## src/rtl/nearest_hit_sequencer.sv

```systemverilog
// nearest_hit_sequencer: steps through NUM_OBJ scene objects for one pixel,
// holds each object index for EVAL_LAT cycles, keeps the nearest accepted
// hit and presents the result to the frame buffer with a valid/ready hold.
// Optional build macro NEAR_CLIP_EN: rejects hits closer than MIN_DIST.
module nearest_hit_sequencer #(
  parameter int                NUM_OBJ   = 4,
  parameter int                EVAL_LAT  = 2,
  parameter int                DIST_W    = 64,
  parameter int                COORD_W   = 10,
  parameter logic [DIST_W-1:0] MISS_DIST = '1,
  parameter logic [DIST_W-1:0] MIN_DIST  = '0,
  localparam int               IDX_W     = (NUM_OBJ > 1) ? $clog2(NUM_OBJ) : 1
) (
  input  logic               Clk,
  input  logic               Reset_n,
  input  logic               Start,
  input  logic [COORD_W-1:0] Pixel_X,
  input  logic [COORD_W-1:0] Pixel_Y,
  input  logic               Collision,
  input  logic [DIST_W-1:0]  Curr_Dist,
  input  logic               Write_Ready,
  output logic               Busy,
  output logic [IDX_W-1:0]   Read_index,
  output logic               Write_Pixel,
  output logic [COORD_W-1:0] Write_X,
  output logic [COORD_W-1:0] Write_Y,
  output logic [DIST_W-1:0]  Best_Dist,
  output logic [IDX_W-1:0]   Best_index,
  output logic               Hit_valid
);

  localparam int CNT_W = $clog2(EVAL_LAT + 1);
  localparam logic [CNT_W-1:0] CNT_LAST = CNT_W'(EVAL_LAT - 1);
  localparam logic [IDX_W-1:0] IDX_LAST = IDX_W'(NUM_OBJ - 1);

  localparam logic [1:0] S_IDLE  = 2'd0;
  localparam logic [1:0] S_EVAL  = 2'd1;
  localparam logic [1:0] S_WRITE = 2'd2;

  logic [1:0]       state;
  logic [CNT_W-1:0] cnt;
  logic             accept;

  // Busy is a pure decode of the state register, so it carries no input path.
  assign Busy = (state != S_IDLE);

  // Acceptance test for the sample taken at the end of an object's hold window.
  always_comb begin
    accept = Collision && (Curr_Dist < Best_Dist) && (Curr_Dist != MISS_DIST);
`ifdef NEAR_CLIP_EN
    accept = accept && (Curr_Dist >= MIN_DIST);
`endif
  end

`ifndef NEAR_CLIP_EN
  // Clip threshold has no function in this build; keep it referenced for lint.
  logic unused_min_dist;
  assign unused_min_dist = ^MIN_DIST;
`endif

  // Sequencer: capture on Start, sample once per object, hold result until taken.
  always_ff @(posedge Clk or negedge Reset_n) begin
    if (!Reset_n) begin
      state       <= S_IDLE;
      cnt         <= '0;
      Read_index  <= '0;
      Write_Pixel <= 1'b0;
      Write_X     <= '0;
      Write_Y     <= '0;
      Best_Dist   <= MISS_DIST;
      Best_index  <= '0;
      Hit_valid   <= 1'b0;
    end else begin
      case (state)
        S_IDLE: begin
          if (Start) begin
            state      <= S_EVAL;
            Write_X    <= Pixel_X;
            Write_Y    <= Pixel_Y;
            Best_Dist  <= MISS_DIST;
            Best_index <= '0;
            Hit_valid  <= 1'b0;
            Read_index <= '0;
            cnt        <= '0;
          end
        end
        S_EVAL: begin
          if (cnt == CNT_LAST) begin
            cnt <= '0;
            if (accept) begin
              Best_Dist  <= Curr_Dist;
              Best_index <= Read_index;
              Hit_valid  <= 1'b1;
            end
            if (Read_index == IDX_LAST) begin
              state       <= S_WRITE;
              Write_Pixel <= 1'b1;
            end else begin
              Read_index <= Read_index + IDX_W'(1);
            end
          end else begin
            cnt <= cnt + CNT_W'(1);
          end
        end
        S_WRITE: begin
          // Start is deliberately not looked at here, even on the accept edge.
          if (Write_Ready) begin
            state       <= S_IDLE;
            Write_Pixel <= 1'b0;
          end
        end
        default: begin
          state       <= S_IDLE;
          Write_Pixel <= 1'b0;
        end
      endcase
    end
  end

endmodule

```

## config.mk

```make
export PLATFORM = sky130hd
export DESIGN_NAME = nearest_hit_sequencer
export DESIGN_NICKNAME = d
export VERILOG_FILES = /design/src/rtl/nearest_hit_sequencer.sv
export SDC_FILE = /design/constraint.sdc
export NUM_CORES = 1
export LEC_CHECK = 0
export CORE_MARGIN = 10
export CORE_UTILIZATION = 50
export CTS_CLUSTER_SIZE = 25
export DETAILED_ROUTE_END_ITERATION = 8
export GPL_ROUTABILITY_DRIVEN = 0
export PLACE_DENSITY = 0.81
export SKIP_LAST_GASP = 1
export SYNTH_ARGS = -nofsm -noshare
export SYNTH_HDL_FRONTEND = slang
export SYNTH_SLANG_ARGS = --single-unit
```

## constraint.sdc

```tcl
create_clock -name Clk -period 3.1 [get_ports Clk]
set_clock_uncertainty 0.1 [all_clocks]
set_input_delay 0.62 -clock Clk [delete_from_list [all_inputs] [get_ports Clk]]
set_output_delay 0.62 -clock Clk [all_outputs]
set_load 0.01 [all_outputs]
```

==> run metrics, run 1 <==
worst skew pair latency=between 0.3 and 0.4 ns; Residual DRC=0; Maximum Capacitance Violations=0; clock-pin transition on the worst setup and hold timing paths=0.06 ns; Worst Hold Class=in2async; H-tree Lvls=3; CORE AREA=between 10000 and 15000 µm²; largest net degree at the start of global routing=62; total routed wirelength=roughly 23000 µm; Pleak=approximately 0.0043 µW; period utilization=0.941; Die Area=~19000 µm²; Final Hold Fails=0; Min Clock Period, post-route=approximately 2.9 ns; Int Power=a little under 5000 µW; initial antenna violation count=0; vias in the first global route=7095; Flop pwr share=0.305; total track usage=0.226; leading area contributor after synthesis=dfstp_2; TritonCTS Buffers=9; Antenna Nets Post-Route=0; Initial DRC Count=around 370; Core Util, Final=0.713; Seq/Total Area, Yosys=0.346; Sw Ratio=0.392; P_sw=~3100 µW; final hold slack=0.264 ns; final slew viol count=0; Setup-failing EPs final=0; crit path launch type=input port; remaining global-route overflow=0; power density over cell area=approximately 810 nW/µm²; Syn Inst Count=between 800 and 900; mapped cell area=7040 µm²; # fillers=~1100; Initial Utilization=0.509; Max Root-Sink Buffers=2; FMAX=343 MHz; Synth async-reset ratio=1.00; FP Rows=43; first-pass iteration count of the detailed router=5; Worst-Margin Slew=~0.79 ns; Post-DP HPWL=around 17000 µm; Setup CP Type=in2reg; Port Buffer Count=roughly 180; outcome=completed; IO Pins=180; CP Capture Type=register; ant diodes=0; CTS root buf=clkbuf_16; synth warn=0; layout overhead on the synthesized area=40.1%; synthesized net count=981; number of synthesized flops with an enable pin=0; post-synth top area share=0.239; Final Non-Filler Cells=1230; Worst EP required=3.28 ns; postcts setup bufs=0; vias per inst=~5.7; final net count=~1200; #FFs+latches synth=94; clock sink count=94; Synth cell types=48; clock power share=0.150; via count=7047; combinational power share=0.545; dpl cells=1214; largest cells by area after synthesis=dfstp_2 24%, ha_1 11%, dfrtp_1 11%; Max FO, Critical Path=36; RSZ-0062 raised after global routing=false; layout cells sized above 1=0.171; CTS tree=yes; maximum VDD drop=just over 0.0007 V; Worst EP arrival=roughly 3.1 ns; Slew headroom=0.471; die height=about 140 µm; Avg Inst Size Synth=approximately 8.5 µm²; Post-synth top flop=dfstp_2; DR WL/cell=around 18 µm; Die W=roughly 140 µm; first-pass GRT wire length=about 37000 µm
==> worst paths after layout <==
path / from / to / slack, ns / cells after the start
hold / removal: Reset_n / state[1] / 0.26 / 1
hold reg to reg: Write_X[9] / Write_X[9] / 0.37 / 2
setup reg to reg: Best_Dist[47] / Best_Dist[34] / 0.29 / 10
setup / recovery: Curr_Dist[46] / Best_Dist[34] / 0.18 / 10
max in group asynchronous: Reset_n / Best_Dist[25] / 1.80 / 2
min in group Clk: Write_X[9] / Write_X[9] / 0.37 / 2
==> critical path: stages <==
cell and delay [ns]:
clkdlybuf4s50_1 0.44, ha_1 0.31, nand4_1 0.13, nor3_1 0.34, o221ai_1 0.23, o2111a_2 0.25, a21oi_1 0.15, a21o_2 0.23
buf_12 0.23, o21a_1 0.15
==> registers in the layout, summed over array words and instances (netlist names) <==
signal       count
Best_Dist       64
Write_X         10
Write_Y         10
Best_index       2
Read_index       2
cnt              2
state            2
Hit_valid        1
Write_Pixel      1
==> cells by family (layout without fill, tap and decap cells) <==
group	Yosys count	in the layout	share of synthesized area
AO/OA/AOI/OAI	202	202	0.209
adder cells (fa/ha/maj)	64	64	0.114
buffers and inverters	125	347	0.0807
flip-flops	94	94	0.346
multiplexers	1	1	0.00160
AND/OR/NAND/NOR	342	342	0.250
==> layer usage <==
layer  vias up  track usage  share of wire
met5         -            0              0
met2       223        0.376           0.48
met4         0       0.0610          0.019
met1      3381        0.277           0.42
li1       3411            -              -
met3        32       0.0712          0.076
==> stage by stage <==
| stage | worst slack [ns] | setup TNS (ns) | power (µW) | area [µm²] |
|---|---|---|---|---|
| floorplan | 0.442 | 0 | 4760 | 7040 |
| global placement | -0.117 | -6.43 | 6680 | 9540 |
| detailed placement | -0.167 | -8.92 | 6810 | 9540 |
| CTS | 0.179 | 0 | 8050 | 9850 |
| global route | 0.0166 | 0 | 8600 | 9860 |
| finish | 0.183 | 0 | 8010 | 9860 |
==> cell type report <==
type                            count  area, µm²  share of cell area
Tap cell                          180        225              0.0228
Multi-Input combinational cell    609       4070               0.412
Inverter                           69        259              0.0263
Clock inverter                      6       86.3             0.00876
Clock buffer                       10        229              0.0232
Timing Repair Buffer              262       2560               0.260
Sequential cell                    94       2430               0.247
==> power by group through the flow <==
stage	registers (µW)	logic [µW]	clock network [µW]
after floorplan	2560	2200	0
after global placement	2440	4240	0
after detailed placement	2460	4360	0
after CTS	2450	4390	1210
after global routing	2530	4800	1270
final	2450	4360	1200
==> Yosys cell counts, drive strengths merged (2+ instances only) <==
cell,n
a211oi,68
a21boi,3
a21o,5
a21oi,27
a22o,3
a22oi,2
and2b,7
and4,2
buf,26
clkbuf,30
dfrtp,30
dfstp,64
ha,64
inv,69
nand2,86
nand2b,4
nand3,5
nand4,24
nor2,9
nor2b,59
nor3,132
nor3b,2
nor4,6
o211ai,2
o21a,67
o21ai,15
o221ai,2
==> layout by cell type (no fill, tap or decap), drive strengths merged, types with 2 or more instances in the layout <==
cell type      count
nand3              5
nor2b             59
a21boi             3
nor2               9
o21ai             15
and4               2
inv               69
ha                64
a211oi            68
nand4             24
a22o               3
clkdlybuf4s50    178
nor3             132
nor4               6
a22oi              2
clkinv             3
a21o               5
nand2b             4
clkbuf            10
nand2             86
nor3b              2
o211ai             2
dfrtp             30
o221ai             2
buf               84
and2b              7
a21oi             27
dfstp             64
bufinv             2
o21a              67
==> timing repair <==
action	CTS	global route
resized for setup	0	1
endpoints found under the setup margin	0	1
hold buffers	0	0
No activity file was read; power rests on OpenSTA's default activity.
==> inputs of run 2 (changes only) <==
Settings changed: CORE_MARGIN 10 to unset.
==> run 2 against run 1 <==
Against the previous run: critical endpoint is now Best_Dist[46]; largest cell class unchanged; routed wire length decreased by 5.5%; count of clock-buffer cells in the layout decreased by 1; via count increased by 1.3%; design area increased by 0.32%; core utilization increased by 1.9 points; hold slack got worse by 0.14 ns; non-clock buffer count increased by 9; register-to-register slack got worse by 0.03 ns; critical path depth unchanged; die area decreased by 24%; sequential share of layout area decreased by 0.078 points.
==> run metrics, run 2 (same netlist as run 1, synthesis figures left out) <==
final hold slack=0.126 ns (-0.138 ns); Hold-fix buffers, CTS=0 (unchanged); # fillers=1010 (-7.4%); most common cell after layout, fill and taps aside=clkdlybuf4s50_1; Initial DRC Count=464 (+24%); Max Root-Sink Buffers=2 (unchanged); initial antenna violation count=0 (unchanged); CTS tree=yes; FP Rows=42 (-2.3%); outcome=completed; DP Worst Slack=-0.165 ns (+0.00193 ns); DR WL/cell=17.2 µm (-5.9%); CP Capture Type=register; postcts setup bufs=0 (unchanged); largest net degree at the start of global routing=57 (-8.1%); vias in the first global route=7145 (+0.70%); Post-DP HPWL=15800 µm (-8.3%); Setup-failing EPs final=0 (unchanged); via count=7138 (+1.3%); Power, Total=7910 µW (-1.2%); Max FO, Critical Path=28 (-22%); Die W=121 µm (-13%); # resized after CTS=0 (unchanged); largest reg by FF count=Best_Dist; R2R setup slack=0.26 ns (-0.03 ns); Slew headroom=0.665 (+0.193); vias per inst=5.78 (+0.88%); Worst Hold Class=in2async; Final Hold Fails=0 (unchanged); maximum VDD drop=0.000554 V (-22%); power density over cell area=800 nW/µm² (-1.5%); first-pass iteration count of the detailed router=5 (unchanged); Worst-Margin Slew=0.503 ns (-0.290 ns); Antenna Nets Post-Route=0 (unchanged); clock sink count=94 (unchanged); CTS root buf=clkbuf_16; layout overhead on the synthesized area=40.5%; period utilization=0.958 (+0.0167); Initial Utilization=0.521 (+0.0121); remaining global-route overflow=0 (unchanged); H-tree Lvls=3 (unchanged); CORE AREA=13500 µm² (-2.3%); crit path launch type=input port; Worst EP required=3.30 ns (+0.02 ns); Die Area=14600 µm² (-24%); layout cells sized above 1=0.177 (+0.00515); Setup CP Type=in2reg; final slew viol count=0 (unchanged); die height=121 µm (-13%); TritonCTS Buffers=9 (unchanged); worst skew pair latency=0.36 ns (about the same); IO Pins=180 (unchanged); clock-pin transition on the worst setup and hold timing paths=0.06 ns (about the same); final net count=1207 (+0.75%); Worst EP arrival=3.17 ns (+0.07 ns); total track usage=0.305 (+0.0784); commonest non-fill, non-tap cells in the layout=178 x clkdlybuf4s50_1, 132 x nor3_1, 85 x nand2_1, 81 x buf_4, 69 x inv_1; Pleak=0.00434 µW (+0.74%); first-pass GRT wire length=35100 µm (-4.4%); RSZ-0062 raised after global routing=false; Maximum Capacitance Violations=0 (unchanged); Port Buffer Count=179 (unchanged); total routed wirelength=21300 µm (-5.5%); number of flip-flops in the largest register=64 (unchanged); Residual DRC=0 (unchanged); Largest regs=Best_Dist: 64 flops, Write_X: 10 flops, Write_Y: 10 flops; Min Clock Period, post-route=2.97 ns (+0.0519 ns); ant diodes=0 (unchanged); FMAX=337 MHz (-1.7%); fin worst setup slack=0.131 ns (-0.0519 ns)
==> run 2: cell types whose count changed in the layout (fill, tap and decap cells not counted) <==
cell | before | now
nor4_2 | 1 | 0
bufinv_16 | 2 | 1
nor4_1 | 5 | 6
buf_4 | 72 | 81
clkinv_1 | 0 | 2
clkbuf_1 | 1 | 0
clkinv_4 | 1 | 2
clkinvlp_4 | 1 | 0
==> run 2: metal layers <==
metal	track usage	vias to the layer above	part of all wire
li1	-	3427	-
met1	0.382	3387	0.42
met2	0.509	271	0.48
met3	0.0807	53	0.073
met4	0.0988	0	0.026
met5	0	-	0
==> run 2: cell type report <==
cell class	instances	area, µm²	area share
clock buffer	9	225	0.0228
clock inverter	7	65.1	0.00658
inverter	69	259	0.0262
multi-input combinational	609	4060	0.410
sequential	94	2430	0.246
tap	176	220	0.0223
timing repair buffer	271	2630	0.266
==> run 2: final timing paths <==
path,from,to,depth (start not counted)
max reg2reg,Best_Dist[57],Best_Dist[46],10
min in group Clk,Write_Y[0],Write_Y[0],2
max,Curr_Dist[57],Best_Dist[46],10
min reg2reg,Write_Y[0],Write_Y[0],2
max in group asynchronous,Reset_n,Best_Dist[26],2
min,Reset_n,cnt[0],1
==> run 2: power by group <==
part,total (µW),internal (µW),switching [µW]
clock,1130,620,505
combinational,4330,2190,2140
sequential,2450,1950,499
==> run 2: critical path, stage by stage <==
cell and delay (ns):
clkdlybuf4s50_1 0.43, ha_1 0.33, a21o_1 0.19, a41oi_1 0.20
a21oi_1 0.09, and4b_2 0.38, buf_4 0.36, nor3_1 0.12
a211oi_1 0.29, o21a_1 0.16
==> run 2: metrics by stage <==
stage / cell area (µm²) / instances / TNS [ns] / utilization
floorplan: 7040 / 828 / 0 / -
global placement: 9600 / 1219 / -4.71 / 0.711
detailed placement: 9600 / 1219 / -5.44 / 0.711
CTS: 9890 / 1235 / 0 / 0.732
global route: 9890 / 1235 / 0 / 0.732
finish: 9890 / 1235 / 0 / 0.732
